<file path="src/rtl/booth_mult_pkg.sv">
// booth_mult_pkg
//   Shared types and helpers for the sequential Booth multiplier.
//   state_t   : controller states (IDLE, RUN, DONE)
//   cnt_width : iteration-counter width for a given operand width
package booth_mult_pkg;

  typedef enum logic [1:0] {
    IDLE = 2'd0,
    RUN  = 2'd1,
    DONE = 2'd2
  } state_t;

  // The counter is loaded with WIDTH+1, so it must represent values up to WIDTH+1.
  function automatic int cnt_width(input int width);
    return $clog2(width + 2);
  endfunction

endpackage

</file>
<file path="src/rtl/booth_step.sv">
// booth_step
//   One radix-2 Booth iteration on the partial-product register.
//   p_in  [2E:0] : {upper E bits, multiplier E bits, appended Booth bit}
//   m     [E-1:0]: extended multiplicand
//   p_out [2E:0] : p_in after conditional add/sub of m into the upper field,
//                  then an arithmetic shift right by one
module booth_step #(
  parameter int E = 5
) (
  input  logic [2*E:0] p_in,
  input  logic [E-1:0] m,
  output logic [2*E:0] p_out
);

  logic [E-1:0] upper;
  logic [2*E:0] sum_p;

  always_comb begin
    upper = p_in[2*E:E+1];
    case (p_in[1:0])
      2'b01:   upper = upper + m;
      2'b10:   upper = upper - m;
      default: upper = p_in[2*E:E+1];
    endcase
    sum_p = {upper, p_in[E:0]};
    // Arithmetic shift: the MSB is replicated into the vacated position.
    p_out = {sum_p[2*E], sum_p[2*E:1]};
  end

endmodule

</file>
<file path="src/rtl/booth_mult_seq.sv">
// booth_mult_seq
//   Sequential radix-2 Booth multiplier, signed (MULT) or unsigned (MULTU).
//   Operands are extended to WIDTH+1 bits so one datapath serves both modes.
//   Clock, Reset   : rising-edge clock, synchronous active-high reset
//   Start          : request, accepted in IDLE or DONE only
//   Signed, A, B   : mode and operands, sampled with Start
//   Busy           : high while iterating
//   Done           : one-cycle pulse when Hi/Lo are updated
//   Hi, Lo         : upper/lower halves of the 2*WIDTH-bit product, held
//
//   state | meaning
//   IDLE  | waiting for Start
//   RUN   | one Booth iteration per cycle, WIDTH+1 iterations
//   DONE  | result registered, Done pulsed; Start here chains a new operation
module booth_mult_seq
  import booth_mult_pkg::*;
#(
  parameter int WIDTH = 32
) (
  input  logic             Clock,
  input  logic             Reset,
  input  logic             Start,
  input  logic             Signed,
  input  logic [WIDTH-1:0] A,
  input  logic [WIDTH-1:0] B,
  output logic             Busy,
  output logic             Done,
  output logic [WIDTH-1:0] Hi,
  output logic [WIDTH-1:0] Lo
);

  localparam int E  = WIDTH + 1;
  localparam int CW = cnt_width(WIDTH);

  state_t         state;
  logic [E-1:0]   m_reg;
  logic [2*E:0]   p_reg;
  logic [2*E:0]   p_next;
  logic [CW-1:0]  cnt;

  booth_step #(.E(E)) u_step (
    .p_in  (p_reg),
    .m     (m_reg),
    .p_out (p_next)
  );

  always_ff @(posedge Clock) begin
    if (Reset) begin
      state <= IDLE;
      m_reg <= '0;
      p_reg <= '0;
      cnt   <= '0;
      Busy  <= 1'b0;
      Done  <= 1'b0;
      Hi    <= '0;
      Lo    <= '0;
    end else begin
      case (state)
        RUN: begin
          p_reg <= p_next;
          cnt   <= cnt - 1'b1;
          if (cnt == CW'(1)) begin
            state <= DONE;
            Busy  <= 1'b0;
            Done  <= 1'b1;
            // Low 2*WIDTH bits of the product sit just above the Booth bit.
            Hi    <= p_next[2*WIDTH:WIDTH+1];
            Lo    <= p_next[WIDTH:1];
          end
        end
        default: begin
          Done <= 1'b0;
          if (Start) begin
            state <= RUN;
            Busy  <= 1'b1;
            m_reg <= {Signed & A[WIDTH-1], A};
            p_reg <= {{E{1'b0}}, Signed & B[WIDTH-1], B, 1'b0};
            cnt   <= CW'(E);
          end else begin
            state <= IDLE;
            Busy  <= 1'b0;
          end
        end
      endcase
    end
  end

endmodule
</file>
<file path="config.mk">
export PLATFORM = sky130hd
export DESIGN_NAME = booth_mult_seq
export DESIGN_NICKNAME = d
export VERILOG_FILES = /design/src/rtl/booth_mult_pkg.sv /design/src/rtl/booth_step.sv /design/src/rtl/booth_mult_seq.sv
export SDC_FILE = /design/constraint.sdc
export NUM_CORES = 1
export LEC_CHECK = 0
export ABC_AREA = 1
export CELL_PAD_IN_SITES_DETAIL_PLACEMENT = 1
export CELL_PAD_IN_SITES_GLOBAL_PLACEMENT = 2
export CORE_UTILIZATION = 35
export CTS_CLUSTER_SIZE = 20
export DETAILED_ROUTE_END_ITERATION = 6
export DONT_BUFFER_PORTS = 1
export PLACE_DENSITY = 0.79
export SLEW_MARGIN = 5
export SYNTH_ARGS = -nofsm -noshare
export SYNTH_HDL_FRONTEND = slang
export SYNTH_SLANG_ARGS = --single-unit
</file>
<file path="constraint.sdc">
create_clock -name Clock -period 3.1 [get_ports Clock]
set_input_delay 0.465 -clock Clock [delete_from_list [all_inputs] [get_ports Clock]]
set_output_delay 0.465 -clock Clock [all_outputs]
set_load 0.005 [all_outputs]
</file>
# Yosys cells after proc, flatten, opt, wreduce, memory -nomap -nowiden
# Cells that the tools add are included.
# W data, S select, Z words.
[word_totals]
reg_bits = 174
input_bits = 68
out_inout_bits = 66
wordCells = 34
[classes]
add_sub_neg = 3
eq_ne = 5
muxes = 11
bitwise = 3
reduce_logical = 4
[op_table]
columns = ["op", "count"]
rows = [
  ["$mux W67", 2],
  ["$pmux W33 S2", 1],
  ["$add A33 B33 Y33", 1],
  ["$sub A33 B33 Y33", 1],
  ["$mux W6", 2],
  ["$eq A6 B1 Y1 const B", 1],
  ["$sub A6 B1 Y6 const B", 1],
  ["$eq A2 B1 Y1 const B", 2],
  ["$mux W1", 4],
  ["$mux W2", 2],
  ["$reduce_and A2 Y1", 2],
  ["$and A1 B1 Y1", 2],
  ["$eq A2 B2 Y1 const B", 1],
  ["$ne A2 B2 Y1 const B", 1],
  ["$reduce_bool A2 Y1", 1],
  ["$reduce_or A2 Y1", 1],
  ["$not A1 Y1", 1],
]

# Logic depth before layout (Yosys ltp)
[depth]
ltp_word = 3
mapped_depth = 24

# By module
# Synthesis repeated with hierarchy kept, for this count alone.
[hier_totals]
hier_cells = 1728
area_unflattened_um2 = 10699.0
[by_module_without_submodules]
columns = ["mod", "n_inst", "cells_per_inst", "area_per_inst_um2"]
rows = [
  ["booth_mult_seq", 1, 904, 6566.3],
  ["booth_step", 1, 824, 4132.7],
]

# Least setup slack after synthesis
# OpenSTA, ideal clock, no wires.
[synth_timing]
path_kind = "register to register"
startpoint = "reg m_reg[0]"
endpoint = "reg p_reg[61]"
setup_time_ps = 125
t_arrival_ps = 2676
setup_slack_ps = 299
stages_incl_launch_ff = 23
path_buffers = 0
period_less_slack_ps = 2801
path_cell_list = "dfxtp_1 inv_1 ha_1 nand4_1 nor2_2 nand2_1 nor3_2 nand2_1 nand2_1 o21ai_0 xor2_1 ha_1 nand2_1 inv_1 nand2_1 and2_1 nand2_1 a21oi_1 nand2_1 nand2_1 nand3_1 nand3_1 o21ai_0"
[synth_via]
elab_chain_cells = 3
[synth_lines]
columns = ["element", "line", "source"]
rows = [
  ["start: declaration", "booth_mult_seq.sv:36", "logic [E-1:0] m_reg;"],
  ["start signal: assignment", "booth_mult_seq.sv:76", "m_reg <= {Signed & A[WIDTH-1], A};"],
  ["$sub A33 B33 Y33 / $add A33 B33 Y33 (equally long branches)", "booth_step.sv:22, booth_step.sv:21", ""],
  ["$pmux W33 S2 (*)", "booth_step.sv:20", "case (p_in[1:0])"],
  ["$mux W67 (*)", "booth_mult_seq.sv:58", "case (state)"],
  ["end signal: assignment", "booth_mult_seq.sv:60", "p_reg <= p_next;"],
  ["end signal: assignment", "booth_mult_seq.sv:77", "p_reg <= {{E{1'b0}}, Signed & B[WIDTH-1], B, 1'b0};"],
  ["end: declaration", "booth_mult_seq.sv:37", "logic [2*E:0] p_reg;"],
]
# Every way passes the cells marked *; elsewhere a longest branch is shown, timed or not.
# A chain may end at the register's enable or synchronous reset.

# Worst setup path after layout
[layout_timing]
startpoint = "reg m_reg[1]"
endpoint = "reg p_reg[64]"
# The elaborated chain is that of the path after synthesis.

==> impl_summary.txt <==
----------------------------------------------------
[Logic synthesis]
  Fraction of synthesis flops using an asynchronous set or reset pin ... 0%
  Xor/xnor cell area share of the yosys netlist ... 3.74%
  Synthesized-area fraction occupied by ao, oa, aoi and oai cells ... 14.2%
  Cell Area, Synth ... 0.00982 mm^2
  Register area share after synthesis ... 35.1%
  Synthesized flop and latch total ... 172
  Number of distinct library cell variants in the gate-level netlist after synthesis ... 44
  Average size of a mapped cell ... 6.55 um^2
  Simple-gate portion of the synthesized area ... 29.2%
  Main synth FF type ... dfxtp_1
  Syn Nets ... 1605
  YS warnings ... 0
  EDFF count, synth ... 0
  Multiplexer share of the synthesized area ... 0.306%
  Adder-cell share of the synthesized area ... 4.79%
  Synthesized netlist cell count ... 1500
  Combinational family with the most area after synthesis ... simple AND/OR/NAND/NOR gates

[Final layout]
  Antenna diode count ... 0
  Max FFs per register ... 66
  Share of final-layout standard cells stronger than drive strength 1 ... 30.2%
  Area of combinational cells with multiple inputs ... 0.00668 mm^2
  Count of non-filler cells in the finished layout ... 1983
  Most common library cell in the layout ignoring fill and taps ... nand2_1
  Top library cells by usage in the layout, fill and taps aside ... nand2_1 (328), inv_1 (231), dfxtp_1 (170)
  FF+latch area ... 0.00345 mm^2
  Post-route cell area ... 0.0133 mm^2
  FILL cells ... 3377
  NumNets Final ... 1703
  Layout-stage area growth over the synthesis result ... 35.6%

[Detailed routing]
  First-pass detailed-route iteration total ... 5
  Average vias per placed instance ... 5.10
  Met3 Wirelength ... 1480 um
  Final routed wire length divided by cell count ... 19.2 um
  Routed Wire Length ... 38000 um
  Total met2 wirelength after detailed routing ... 18300 um
  Final routed DRC violation total ... 0
  Routed Antenna Nets ... 0
  Met1 routed wirelength after detailed routing ... 17600 um
  Highest routed layer ... met5
  Number of DRC markers after the initial detailed-route iteration ... 561
  Via total after detailed routing ... 10100

[Worst setup path]
  Setup Crit Path Kind ... reg2reg
  Kind of capture point of the worst setup path ... flop
  Top cell family by delay on the critical path ... simple AND/OR/NAND/NOR gates
  CP Launch Point ... m_reg[1]$_SDFFE_PP0P_
  Critical Path Slowest Stage Cell ... dfxtp_4
  Delay of the slowest cell on the worst path ... 360 ps
  Buffering stage count on the worst path with inverters included ... 2
  Number of stages on the worst setup path ... 21
  Worst-path maximum fanout ... 4
  Worst flop-to-flop path startpoint ... m_reg[1]$_SDFFE_PP0P_
  Data required time of the worst path ... 3420 ps
  Worst path arrival time ... 3440 ps
  Cell chain of the critical path ... inv_4, ha_4, nand4_1, nor2_2, nand2_2, nor3_4, nand2_2, buf_6, o21ai_4, xor2_2, ha_4, nand2_1, a21oi_1, nor2_1, nand2_1, a21oi_4, nand2_2, nand2_1, nand3_1, nand3_1, o21ai_0
  Cell count of the worst reg-to-reg path ... 21
  Kind of launch point of the worst setup path ... flop

[Hold path]
  Start point of the worst min-delay path ... Reset
  Worst hold path type ... in2reg
  WHS Path Cells ... 1

[GRT]
  Antenna violations before repair ... 1
  First-pass GRT wire length ... 56100 um
  Overflow left after global routing ... 0
  Via count of the first global-routing pass ... 10100
  Maximum number of pins on one net before global-route repair ... 58
  Total global routing track utilization ... 25.5%

[Placement]
  Instance count after placement with tap cells included ... 1928
  Total half-perimeter wirelength after legalization and detailed placement ... 26500 um
  Cell Area, Placed ... 0.0109 mm^2
  Count of input and output buffers ... 0
  Placer congestion estimate ... 0.891
  DP Worst Slack ... -329 ps

[Timing]
  Worst-Margin Slew ... 1110 ps
  Maximum operating frequency ... 0.321 GHz
  Unrepaired setup endpoints after global routing ... true
  Period Utilization, post-route ... 101%
  Worst-case headroom to the max-slew limit ... 25.7%
  Count of final hold-check violations ... 0
  Max Clock Skew ... 21.8 ps
  Final number of max-transition violations ... 0
  Final Critical Period ... 3120 ps
  Final-layout worst hold slack ... 86.7 ps
  Least setup slack across all paths after layout ... -16.2 ps
  Endpoints failing setup ... 2

[CTS]
  Buffer type at the clock tree root ... clkbuf_16
  Maximum number of buffers from clock root to sink ... 2
  Clock transition at path regs ... 90 ps
  Sinks on the clock net ... 172
  Number of CTS-inserted buffers ... 17
  Source-to-sink clock delay at the later pin of the worst-skew pair ... 450 ps
  Clock tree from TritonCTS ... done
  # H-tree levels ... 4

[Power]
  Leakage ... 6.18 nW
  Maximum VDD drop ... 0.000317 V
  Power density over the cells ... 502 mW/mm^2
  Sw power ... 2.42 mW
  Internal power consumption ... 4.27 mW
  Sequential fraction of design power ... 36.0%
  Gate power share ... 29.1%
  Sw Share ... 36.1%
  Power share of the clock group ... 34.9%
  Power consumption ... 6.69 mW

[Die]
  Number of primary I/O pins ... 134
  Die Area ... 0.0287 mm^2
  Area of the placeable core ... 0.0273 mm^2
  Die outline height ... 170 um
  Row cnt ... 60
  Starting density of the core ... 36.0%
  Die X-Extent ... 170 um

[Run status]
  Run status ... complete, but fails checks
  Violations in the final reports ... setup timing

[Flow run]
  Max-cap check violation count ... 0

----------------------------------------------------
==> cell families after synthesis <==
group	count (synthesis)
DFF	172
buffers and inverters	317
AOI/OAI and AO/OA	240
muxes	3
xor gates and xnor gates	42
adders and majority gates	37
and+or+nand+nor	689
==> Yosys cell counts, types with 18 or more instances <==
cell      instances  area share [%]
nand2_1         445              17
inv_1           256             9.8
dfxtp_1         172              35
nand3_1         110             5.6
nor2_1           86             3.3
o21ai_0          77             3.9
a21oi_1          49             2.5
o21ai_1          48             2.4
ha_1             36             4.6
xor2_1           35             3.1
clkbuf_1         28             1.1
o221ai_1         18             1.6
==> per-stage QoR <==
step	util (%)	setup TNS [ps]
after floorplan	-	0
after global placement	40.0	-2230
after detailed placement	40.0	-4570
after CTS	44.5	-127
after global routing	48.9	-5040
final	48.9	-24.2
==> layout make-up <==
class | instances | area share (%)
timing repair buffer | 132 | 8.17
clock buffer | 17 | 3.19
clock inverter | 15 | 1.60
sequential | 172 | 25.9
multi-input combinational | 1011 | 50.1
tap | 372 | 3.49
inverter | 264 | 7.55
==> worst paths after layout <==
path,slack (ps),to
min,90,p_reg[46]$_SDFFE_PP0P_
min reg2reg,470,Hi[19]$_SDFFE_PP0P_
max reg2reg,-20,p_reg[64]$_SDFFE_PP0P_
max,-20,p_reg[64]$_SDFFE_PP0P_
==> power groups by stage <==
stage / clock network [mW] / logic (mW) / registers (mW)
2_1_floorplan: 0 / 0.898 / 2.43
3_3_place_gp: 0 / 1.42 / 2.45
3_5_place_dp: 0 / 1.45 / 2.45
4_1_cts: 2.38 / 1.61 / 2.40
5_1_grt: 2.46 / 2.11 / 2.42
6_report: 2.33 / 1.95 / 2.41
==> what timing repair did <==
action                     4_1_cts  5_1_grt
pin swaps                       58      109
setup buffers                   15       10
gates resized for setup        115      279
setup endpoints to repair       37       51
hold buffers                     0        0
==> layer usage <==
layer | GRT usage [%] | vias to the layer above
met5 | 0 | -
met4 | 5.52 | 2
met3 | 4.31 | 39
met2 | 42.1 | 204
met1 | 34.7 | 4921
li1 | - | 4940
No activity file was read; power rests on OpenSTA's default activity.
